### src/rtl/pipe_hazard_ctrl_if.sv
// pipe_hazard_ctrl_if: decoder/stage hazard inputs and pipeline control outputs (PIPE_HAZARD_PERF_EN adds counters)
interface pipe_hazard_ctrl_if;
    logic       id_valid;
    logic [3:0] id_src1;
    logic [3:0] id_src2;
    logic       id_jal;
    logic       rr_valid;
    logic       ex_valid;
    logic [2:0] rr_dest;
    logic [2:0] ex_dest;
    logic       rr_wb_en;
    logic       ex_wb_en;
    logic       rr_mem_rd;
    logic       ex_mem_rd;
    logic       ex_br_taken;
    logic       pc_en;
    logic       ifid_en;
    logic       idrr_bubble;
    logic       flush_ifid;
    logic       flush_idrr;
    logic       flush_rrex;
    logic [1:0] ctrl_state;
`ifdef PIPE_HAZARD_PERF_EN
    logic [15:0] stall_cycles;
    logic [15:0] flush_events;
`endif

    modport master (
        output id_valid, id_src1, id_src2, id_jal, rr_valid, ex_valid, rr_dest, ex_dest,
               rr_wb_en, ex_wb_en, rr_mem_rd, ex_mem_rd, ex_br_taken,
`ifdef PIPE_HAZARD_PERF_EN
        input  stall_cycles, flush_events,
`endif
        input  pc_en, ifid_en, idrr_bubble, flush_ifid, flush_idrr, flush_rrex, ctrl_state
    );

    modport slave (
        input  id_valid, id_src1, id_src2, id_jal, rr_valid, ex_valid, rr_dest, ex_dest,
               rr_wb_en, ex_wb_en, rr_mem_rd, ex_mem_rd, ex_br_taken,
`ifdef PIPE_HAZARD_PERF_EN
        output stall_cycles, flush_events,
`endif
        output pc_en, ifid_en, idrr_bubble, flush_ifid, flush_idrr, flush_rrex, ctrl_state
    );
endinterface

### src/rtl/pipe_hazard_ctrl.sv
// pipe_hazard_ctrl: load-use stall and branch/jump flush scheduler for the 6-stage pipeline (PIPE_HAZARD_PERF_EN adds counters)
module pipe_hazard_ctrl (
    input  logic                    clk,
    input  logic                    reset,
    pipe_hazard_ctrl_if.slave       bus
);
    typedef enum logic [1:0] {RUN = 2'b00, STALL = 2'b01, FLUSH = 2'b10} state_t;

    state_t state;
    state_t nxt;
    logic   haz_rr;
    logic   haz_ex;
    logic   pc_en;
    logic   ifid_en;
    logic   bubble;
    logic   f_ifid;
    logic   f_idrr;
    logic   f_rrex;

    // load-use match of either used source against a load destination in RR or EX
    always_comb begin
        haz_rr = bus.id_valid & bus.rr_valid & bus.rr_wb_en & bus.rr_mem_rd &
                 ((bus.id_src1[3] & (bus.id_src1[2:0] == bus.rr_dest)) |
                  (bus.id_src2[3] & (bus.id_src2[2:0] == bus.rr_dest)));
        haz_ex = bus.id_valid & bus.ex_valid & bus.ex_wb_en & bus.ex_mem_rd &
                 ((bus.id_src1[3] & (bus.id_src1[2:0] == bus.ex_dest)) |
                  (bus.id_src2[3] & (bus.id_src2[2:0] == bus.ex_dest)));
    end

    // control outputs and next state; reset forces a front-end clear, a pending redirect beats any stall
    always_comb begin
        nxt     = RUN;
        pc_en   = 1'b1;
        ifid_en = 1'b1;
        bubble  = 1'b0;
        f_ifid  = 1'b0;
        f_idrr  = 1'b0;
        f_rrex  = 1'b0;
        if (reset) begin
            pc_en   = 1'b0;
            ifid_en = 1'b0;
            f_ifid  = 1'b1;
            f_idrr  = 1'b1;
            f_rrex  = 1'b1;
        end else if (state == FLUSH) begin
            f_ifid  = 1'b1;
        end else if (bus.ex_br_taken) begin
            f_ifid  = 1'b1;
            f_idrr  = 1'b1;
            f_rrex  = 1'b1;
            nxt     = FLUSH;
        end else if (state == STALL || haz_rr || haz_ex) begin
            pc_en   = 1'b0;
            ifid_en = 1'b0;
            bubble  = 1'b1;
            nxt     = (state == RUN && haz_rr) ? STALL : RUN;
        end else if (bus.id_jal) begin
            f_ifid  = 1'b1;
        end
    end

    // state register
    always_ff @(posedge clk) begin
        if (reset) state <= RUN;
        else       state <= nxt;
    end

    assign bus.pc_en       = pc_en;
    assign bus.ifid_en     = ifid_en;
    assign bus.idrr_bubble = bubble;
    assign bus.flush_ifid  = f_ifid;
    assign bus.flush_idrr  = f_idrr;
    assign bus.flush_rrex  = f_rrex;
    assign bus.ctrl_state  = state;

`ifdef PIPE_HAZARD_PERF_EN
    logic [15:0] stall_cnt;
    logic [15:0] flush_cnt;

    // saturating counters of bubble cycles and branch-taken cycles
    always_ff @(posedge clk) begin
        if (reset) begin
            stall_cnt <= '0;
            flush_cnt <= '0;
        end else begin
            if (bubble && stall_cnt != 16'hFFFF)          stall_cnt <= stall_cnt + 16'd1;
            if (bus.ex_br_taken && flush_cnt != 16'hFFFF) flush_cnt <= flush_cnt + 16'd1;
        end
    end

    assign bus.stall_cycles = stall_cnt;
    assign bus.flush_events = flush_cnt;
`endif
endmodule

### src/flat_wrapper.sv
// flat-port wrapper written by rule: the top's interface ports become plain ports
module pipe_hazard_ctrl_flat 
  (clk, reset, bus_id_valid, bus_id_src1, bus_id_src2, bus_id_jal, bus_rr_valid, bus_ex_valid, bus_rr_dest, bus_ex_dest, bus_rr_wb_en, bus_ex_wb_en, bus_rr_mem_rd, bus_ex_mem_rd, bus_ex_br_taken, bus_pc_en, bus_ifid_en, bus_idrr_bubble, bus_flush_ifid, bus_flush_idrr, bus_flush_rrex, bus_ctrl_state);
  pipe_hazard_ctrl_if bus_i ();
  input  logic clk;
  input  logic reset;
  input wire logic [$bits(bus_i.id_valid)-1:0] bus_id_valid;
  input wire logic [$bits(bus_i.id_src1)-1:0] bus_id_src1;
  input wire logic [$bits(bus_i.id_src2)-1:0] bus_id_src2;
  input wire logic [$bits(bus_i.id_jal)-1:0] bus_id_jal;
  input wire logic [$bits(bus_i.rr_valid)-1:0] bus_rr_valid;
  input wire logic [$bits(bus_i.ex_valid)-1:0] bus_ex_valid;
  input wire logic [$bits(bus_i.rr_dest)-1:0] bus_rr_dest;
  input wire logic [$bits(bus_i.ex_dest)-1:0] bus_ex_dest;
  input wire logic [$bits(bus_i.rr_wb_en)-1:0] bus_rr_wb_en;
  input wire logic [$bits(bus_i.ex_wb_en)-1:0] bus_ex_wb_en;
  input wire logic [$bits(bus_i.rr_mem_rd)-1:0] bus_rr_mem_rd;
  input wire logic [$bits(bus_i.ex_mem_rd)-1:0] bus_ex_mem_rd;
  input wire logic [$bits(bus_i.ex_br_taken)-1:0] bus_ex_br_taken;
  output wire logic [$bits(bus_i.pc_en)-1:0] bus_pc_en;
  output wire logic [$bits(bus_i.ifid_en)-1:0] bus_ifid_en;
  output wire logic [$bits(bus_i.idrr_bubble)-1:0] bus_idrr_bubble;
  output wire logic [$bits(bus_i.flush_ifid)-1:0] bus_flush_ifid;
  output wire logic [$bits(bus_i.flush_idrr)-1:0] bus_flush_idrr;
  output wire logic [$bits(bus_i.flush_rrex)-1:0] bus_flush_rrex;
  output wire logic [$bits(bus_i.ctrl_state)-1:0] bus_ctrl_state;
  assign bus_i.id_valid = bus_id_valid;
  assign bus_i.id_src1 = bus_id_src1;
  assign bus_i.id_src2 = bus_id_src2;
  assign bus_i.id_jal = bus_id_jal;
  assign bus_i.rr_valid = bus_rr_valid;
  assign bus_i.ex_valid = bus_ex_valid;
  assign bus_i.rr_dest = bus_rr_dest;
  assign bus_i.ex_dest = bus_ex_dest;
  assign bus_i.rr_wb_en = bus_rr_wb_en;
  assign bus_i.ex_wb_en = bus_ex_wb_en;
  assign bus_i.rr_mem_rd = bus_rr_mem_rd;
  assign bus_i.ex_mem_rd = bus_ex_mem_rd;
  assign bus_i.ex_br_taken = bus_ex_br_taken;
  assign bus_pc_en = bus_i.pc_en;
  assign bus_ifid_en = bus_i.ifid_en;
  assign bus_idrr_bubble = bus_i.idrr_bubble;
  assign bus_flush_ifid = bus_i.flush_ifid;
  assign bus_flush_idrr = bus_i.flush_idrr;
  assign bus_flush_rrex = bus_i.flush_rrex;
  assign bus_ctrl_state = bus_i.ctrl_state;
  pipe_hazard_ctrl u_core (.clk(clk), .reset(reset), .bus(bus_i));
endmodule
### config.mk
export PLATFORM = sky130hd
export DESIGN_NAME = pipe_hazard_ctrl_flat
export DESIGN_NICKNAME = d
export VERILOG_FILES = /design/src/rtl/pipe_hazard_ctrl_if.sv /design/src/rtl/pipe_hazard_ctrl.sv /design/src/flat_wrapper.sv
export SDC_FILE = /design/constraint.sdc
export NUM_CORES = 1
export LEC_CHECK = 0
export CAP_MARGIN = 20
export CORE_AREA = 2 2 39 41
export DETAILED_ROUTE_END_ITERATION = 7
export DIE_AREA = 0 0 41 43
export PLACE_DENSITY = 0.79
export SYNTH_ARGS = -nofsm -noshare
export SYNTH_HDL_FRONTEND = slang
export SYNTH_SLANG_ARGS = --single-unit
export TNS_END_PERCENT = 20
### constraint.sdc
create_clock -name clk -period 2.7 [get_ports clk]
set_clock_uncertainty 0.15 [all_clocks]
set_input_delay 0.54 -clock clk [delete_from_list [all_inputs] [get_ports clk]]
set_output_delay 0.54 -clock clk [all_outputs]
set_load 0.03 [all_outputs]
* Yosys cells after proc, flatten, opt, wreduce, memory -nomap -nowiden *
Index checks and enable logic that the tools add are counted.

word-level totals
  word-level logic and storage cells = 48
  output and inout bits = 8
  bits in registers = 2
  bits of input ports = 25

cells by class
  reduce and logical (&&, ||, !) cells = 6
  bitwise logic cells = 15
  equal/unequal tests = 6
  mux-type cells = 19

operator list
  kind                                                             count
  1-bit 2-to-1 mux                                                 17
  1-bit bitwise AND                                                12
  3-bit == test                                                    4
  2-bit 2-to-1 mux                                                 2
  4-bit OR reduction                                               1
  2-bit by 1-bit == test with 1-bit output, second input constant  1
  2-bit == test, second input constant                             1
  2-bit zero test                                                  1
  1-bit logical OR                                                 2
  1-bit OR                                                         2
  2-bit OR reduction                                               1
  1-bit logical AND                                                1
  1-bit NOT                                                        1

* Depth between registers and ports, before layout *
Gate-level depths: netlist of run 1.

  depth after elaboration = 10
  depth in mapped cells = 6
  mapped depth without buffers = 5

* Least setup slack after synthesis of run 1 *
Ideal clock, no wire load.

  kind = input-to-output
  start point = input bus_id_src1[1]
  end point = output bus_idrr_bubble
  path slack = 0.351 ns
  required time = 2.010 ns
  stages = 5
  buffers on the path = 0
  arrival time = 1.659 ns
  cells stage by stage = xnor2_1 > nand4_1 > a21oi_2 > o21ai_0 > a21oi_1

on the way
  cells in the longest elaborated chain, start to end = 10
  elaborated cells on any way between the ends = 14
  those cells by class = 2 x eq/ne; 4 x mux; 6 x bitwise; 2 x reduce/logical

RTL lines
  element               RTL line                source
  from (decl)           flat_wrapper.sv:8       input wire logic [$bits(bus_i.id_src1)-1:0] bus_id_src1;
  3-bit == test         pipe_hazard_ctrl.sv:23  ((bus.id_src1[3] & (bus.id_src1[2:0] == bus.rr_dest)) |
  1-bit bitwise AND     pipe_hazard_ctrl.sv:23
  1-bit OR              pipe_hazard_ctrl.sv:23
  1-bit bitwise AND     pipe_hazard_ctrl.sv:22  haz_rr = bus.id_valid & bus.rr_valid & bus.rr_wb_en & bus.rr_mem_rd &
  1-bit logical OR      pipe_hazard_ctrl.sv:52  end else if (state == STALL || haz_rr || haz_ex) begin
  1-bit logical OR (*)  pipe_hazard_ctrl.sv:52
  1-bit 2-to-1 mux (*)  pipe_hazard_ctrl.sv:52
  1-bit 2-to-1 mux (*)  pipe_hazard_ctrl.sv:47  end else if (bus.ex_br_taken) begin
  1-bit 2-to-1 mux (*)  pipe_hazard_ctrl.sv:45  end else if (state == FLUSH) begin
  1-bit 2-to-1 mux (*)  pipe_hazard_ctrl.sv:39  if (reset) begin
  to (decl)             flat_wrapper.sv:22      output wire logic [$bits(bus_i.idrr_bubble)-1:0] bus_idrr_bubble;

Every way passes the cells marked *; elsewhere a longest branch is shown, timed or not.

* Worst setup path after layout of run 1 *
  start point = input bus_id_valid
  end point = output bus_idrr_bubble

on the way
  cells in the longest elaborated chain, start to end = 10
  elaborated cells on any way between the ends = 14
  those cells by class = 4 x mux; 8 x bitwise; 2 x reduce/logical

RTL lines
  element                          RTL line                source
  from (decl)                      flat_wrapper.sv:7       input wire logic [$bits(bus_i.id_valid)-1:0] bus_id_valid;
  1-bit bitwise AND (4 in series)  pipe_hazard_ctrl.sv:22
  1-bit logical OR                 pipe_hazard_ctrl.sv:52
  1-bit logical OR (*)             pipe_hazard_ctrl.sv:52
  1-bit 2-to-1 mux (*)             pipe_hazard_ctrl.sv:52
  1-bit 2-to-1 mux (*)             pipe_hazard_ctrl.sv:47
  1-bit 2-to-1 mux (*)             pipe_hazard_ctrl.sv:45
  1-bit 2-to-1 mux (*)             pipe_hazard_ctrl.sv:39

Marks and branches as above.

==> results of run 1 <==
synthesized netlist by cell type:
library cell	count
a2111oi_2	1
a211o_1	1
a21oi_1	1
a21oi_2	2
buf_4	2
dfxtp_1	2
inv_1	5
nand2_1	2
nand4_1	6
nor2_1	1
nor4b_1	1
o21ai_0	2
o221ai_1	1
o311a_1	1
o31ai_1	1
xnor2_1	12
what timing repair did:
item	CTS	global route
pin swaps	7	7
gates resized for setup	27	8
endpoints found under the setup margin	4	3
per-layer routing:
layer | global-route usage | up-vias | wire length, um
met1 | 0.1365 | 194 | 328
met4 | 0.1000 | 0 | 17
met3 | 0.03141 | 2 | 83
li1 | - | 224 | -
met5 | 0 | - | 0
met2 | 0.2438 | 22 | 581
power breakdown:
group          switching [mW]  total, mW  internal, mW  leakage (nW)
registers             0.00101     0.0317        0.0307        0.0163
logic                  0.0367     0.0852        0.0485         0.262
clock network          0.0203     0.0696        0.0493        0.0138
total                  0.0580      0.186         0.128         0.292
final cells by class:
cell class              count  area (um^2)
fillers                   145        704.4
flip-flops and latches      2        40.04
well taps                  16        20.02
repair buffers             36        325.3
clock buffers               3        22.52
multi-input cells          32        252.7
inverters                   5        18.77
final timing paths:
path	start	end	slack, ns	cells after the start
worst min-delay path	u_core.bus.ctrl_state[1]$_SDFF_PP0_	u_core.bus.ctrl_state[0]$_SDFF_PP0_	0.34	1
worst max register to register	u_core.bus.ctrl_state[1]$_SDFF_PP0_	u_core.bus.ctrl_state[1]$_SDFF_PP0_	1.65	3
worst max-delay path	bus_id_valid	bus_idrr_bubble	0.12	7
worst min register to register	u_core.bus.ctrl_state[1]$_SDFF_PP0_	u_core.bus.ctrl_state[0]$_SDFF_PP0_	0.34	1
kinds of logic after synthesis:
logic type / count (synthesis) / synth area share
simple gates: 10 / 0.1804
compound gates: 10 / 0.2588
flops: 2 / 0.1255
xor+xnor: 12 / 0.3294
buf+inv: 7 / 0.1059
worst max-delay path, cell delays in order:
cell and delay, ns:
clkdlybuf4s50_1 0.48, nand4_1 0.11, a21oi_2 0.17, buf_4 0.14, o21ai_0 0.08, a21oi_1 0.17, buf_4 0.18
==> results by group, run 1 <==
Timing
  – Worst-Margin Slew: 0.3154 ns
  – Fmax: 387.9 MHz
  – Unrepaired setup endpoints after global routing: yes
  – Slew Limit Fails: 0
  – Setup TNS: 0 ns
  – Final setup fails: 0
  – Final WS setup: 0.1222 ns
  – Final min period: 2.578 ns
  – Tcrit/Tclk final: 0.9547
  – Hold Vio Cnt, Final: 0
  – Hold_ws: 0.3398 ns
  – Worst slew margin: 0.7894

Place
  – RD Place Congestion: 0.7323
  – Placed inst area: 671.9 um^2
  – Post-DP HPWL: 909.9 um
  – Placed instance count: 91
  – PortBufs: 32
  – Placement Setup Slack: -0.4697 ns

Finish
  – Share of cells above drive strength 1: 0.2051
  – Commonest non-fill, non-tap cell in the layout: clkdlybuf4s50_1
  – Final net count: 105
  – Layout area overhead: 112.9%
  – Ant diodes: 0
  – Final Cell Area: 679.4 um^2
  – Final Util: 0.4910
  – Final Non-Filler Cells: 94
  – Largest register FFs: 2
  – Commonest non-fill, non-tap cells in the layout: clkdlybuf4s50_1 (12), xnor2_1 (11), dlygate4sd2_1 (10)

Route
  – Antenna-violating nets left: 0
  – Final WL: 1.010 mm
  – First-pass iteration count of the detailed router: 3
  – Routed length per instance: 10.74 um
  – Residual DRC count: 0
  – Vias: 442
  – DRT iter0 DRCs: 3
  – DR vias/cell: 4.702

Synthesis
  – Synth unique cells: 16
  – Yosys top cell area share: 0.3294
  – Post-synthesis sequential area ratio: 0.1255
  – Synthesized area per cell: 7.782 um^2
  – Synth Net Count: 66
  – Dominant cells by area after synthesis: xnor2_1 (33%), dfxtp_1 (13%), nand4_1 (12%)
  – Synth area leader: xnor2_1
  – Post-Syn Instances: 41
  – Number of synthesis warnings: 0
  – Post-Syn Area: 319.1 um^2
  – Synthesis-stage register bit count: 2

Clock network
  – CTS Buf Count: 3
  – H-tree Lvls: 1
  – CTS sink cnt: 2
  – Worst skew pair latency: 0.23 ns
  – Postcts setup bufs: 0
  – CTS clk-pin slew, worst paths: 0.03 ns
  – Maximum clock insertion buffer count: 2
  – Hold-fix buffers at CTS: 0
  – TritonCTS clock tree: built
  – Root Driver: clkbuf_4

Global routing
  – Largest net degree at the start of global routing: 9
  – Initial antenna violation count: 0
  – Gr ovfl total: 0
  – Global Route Usage Sum: 0.1420
  – First-pass GRT wire length: 1.642 mm
  – Vias in the first global route: 443

Flow run
  – Max_cap viols: 0

Setup path
  – Worst path required time: 2.01 ns
  – Max Fanout on Critical Path: 3
  – Crit Path Category: in -> out
  – CP arrival: 1.89 ns
  – CP endpoint kind: output port
  – CP startpoint kind: input pin

Die
  – Die width: 41 um
  – Core Area: 0.001384 mm^2
  – Number of top-level pins: 33
  – Initial Util: 0.2306
  – Site Rows: 14
  – Die footprint: 0.001763 mm^2
  – Die H: 43 um

Pwr
  – Peak VDD IR: 0.0001949 V
  – Power per Cell Area: 274.4 mW/mm^2
  – LEAKAGE: 0.2918 nW
  – Final Power: 186.4 uW

Outcome
  – Run status: finished clean

Worst hold path
  – Worst hold path type: reg -> reg
Power figures use the tool's default switching activity.
==> run 2, diff against run 1 <==
Settings changed: MAX_ROUTING_LAYER set to met4.
==> results of run 2 <==
Final layout, timing and power as in run 1 (identical DEF).
Main changes from that run: final weighted congestion in routability-driven placement 0.7323 -> 0.7412; overall routing resource usage 0.1420 -> 0.1455
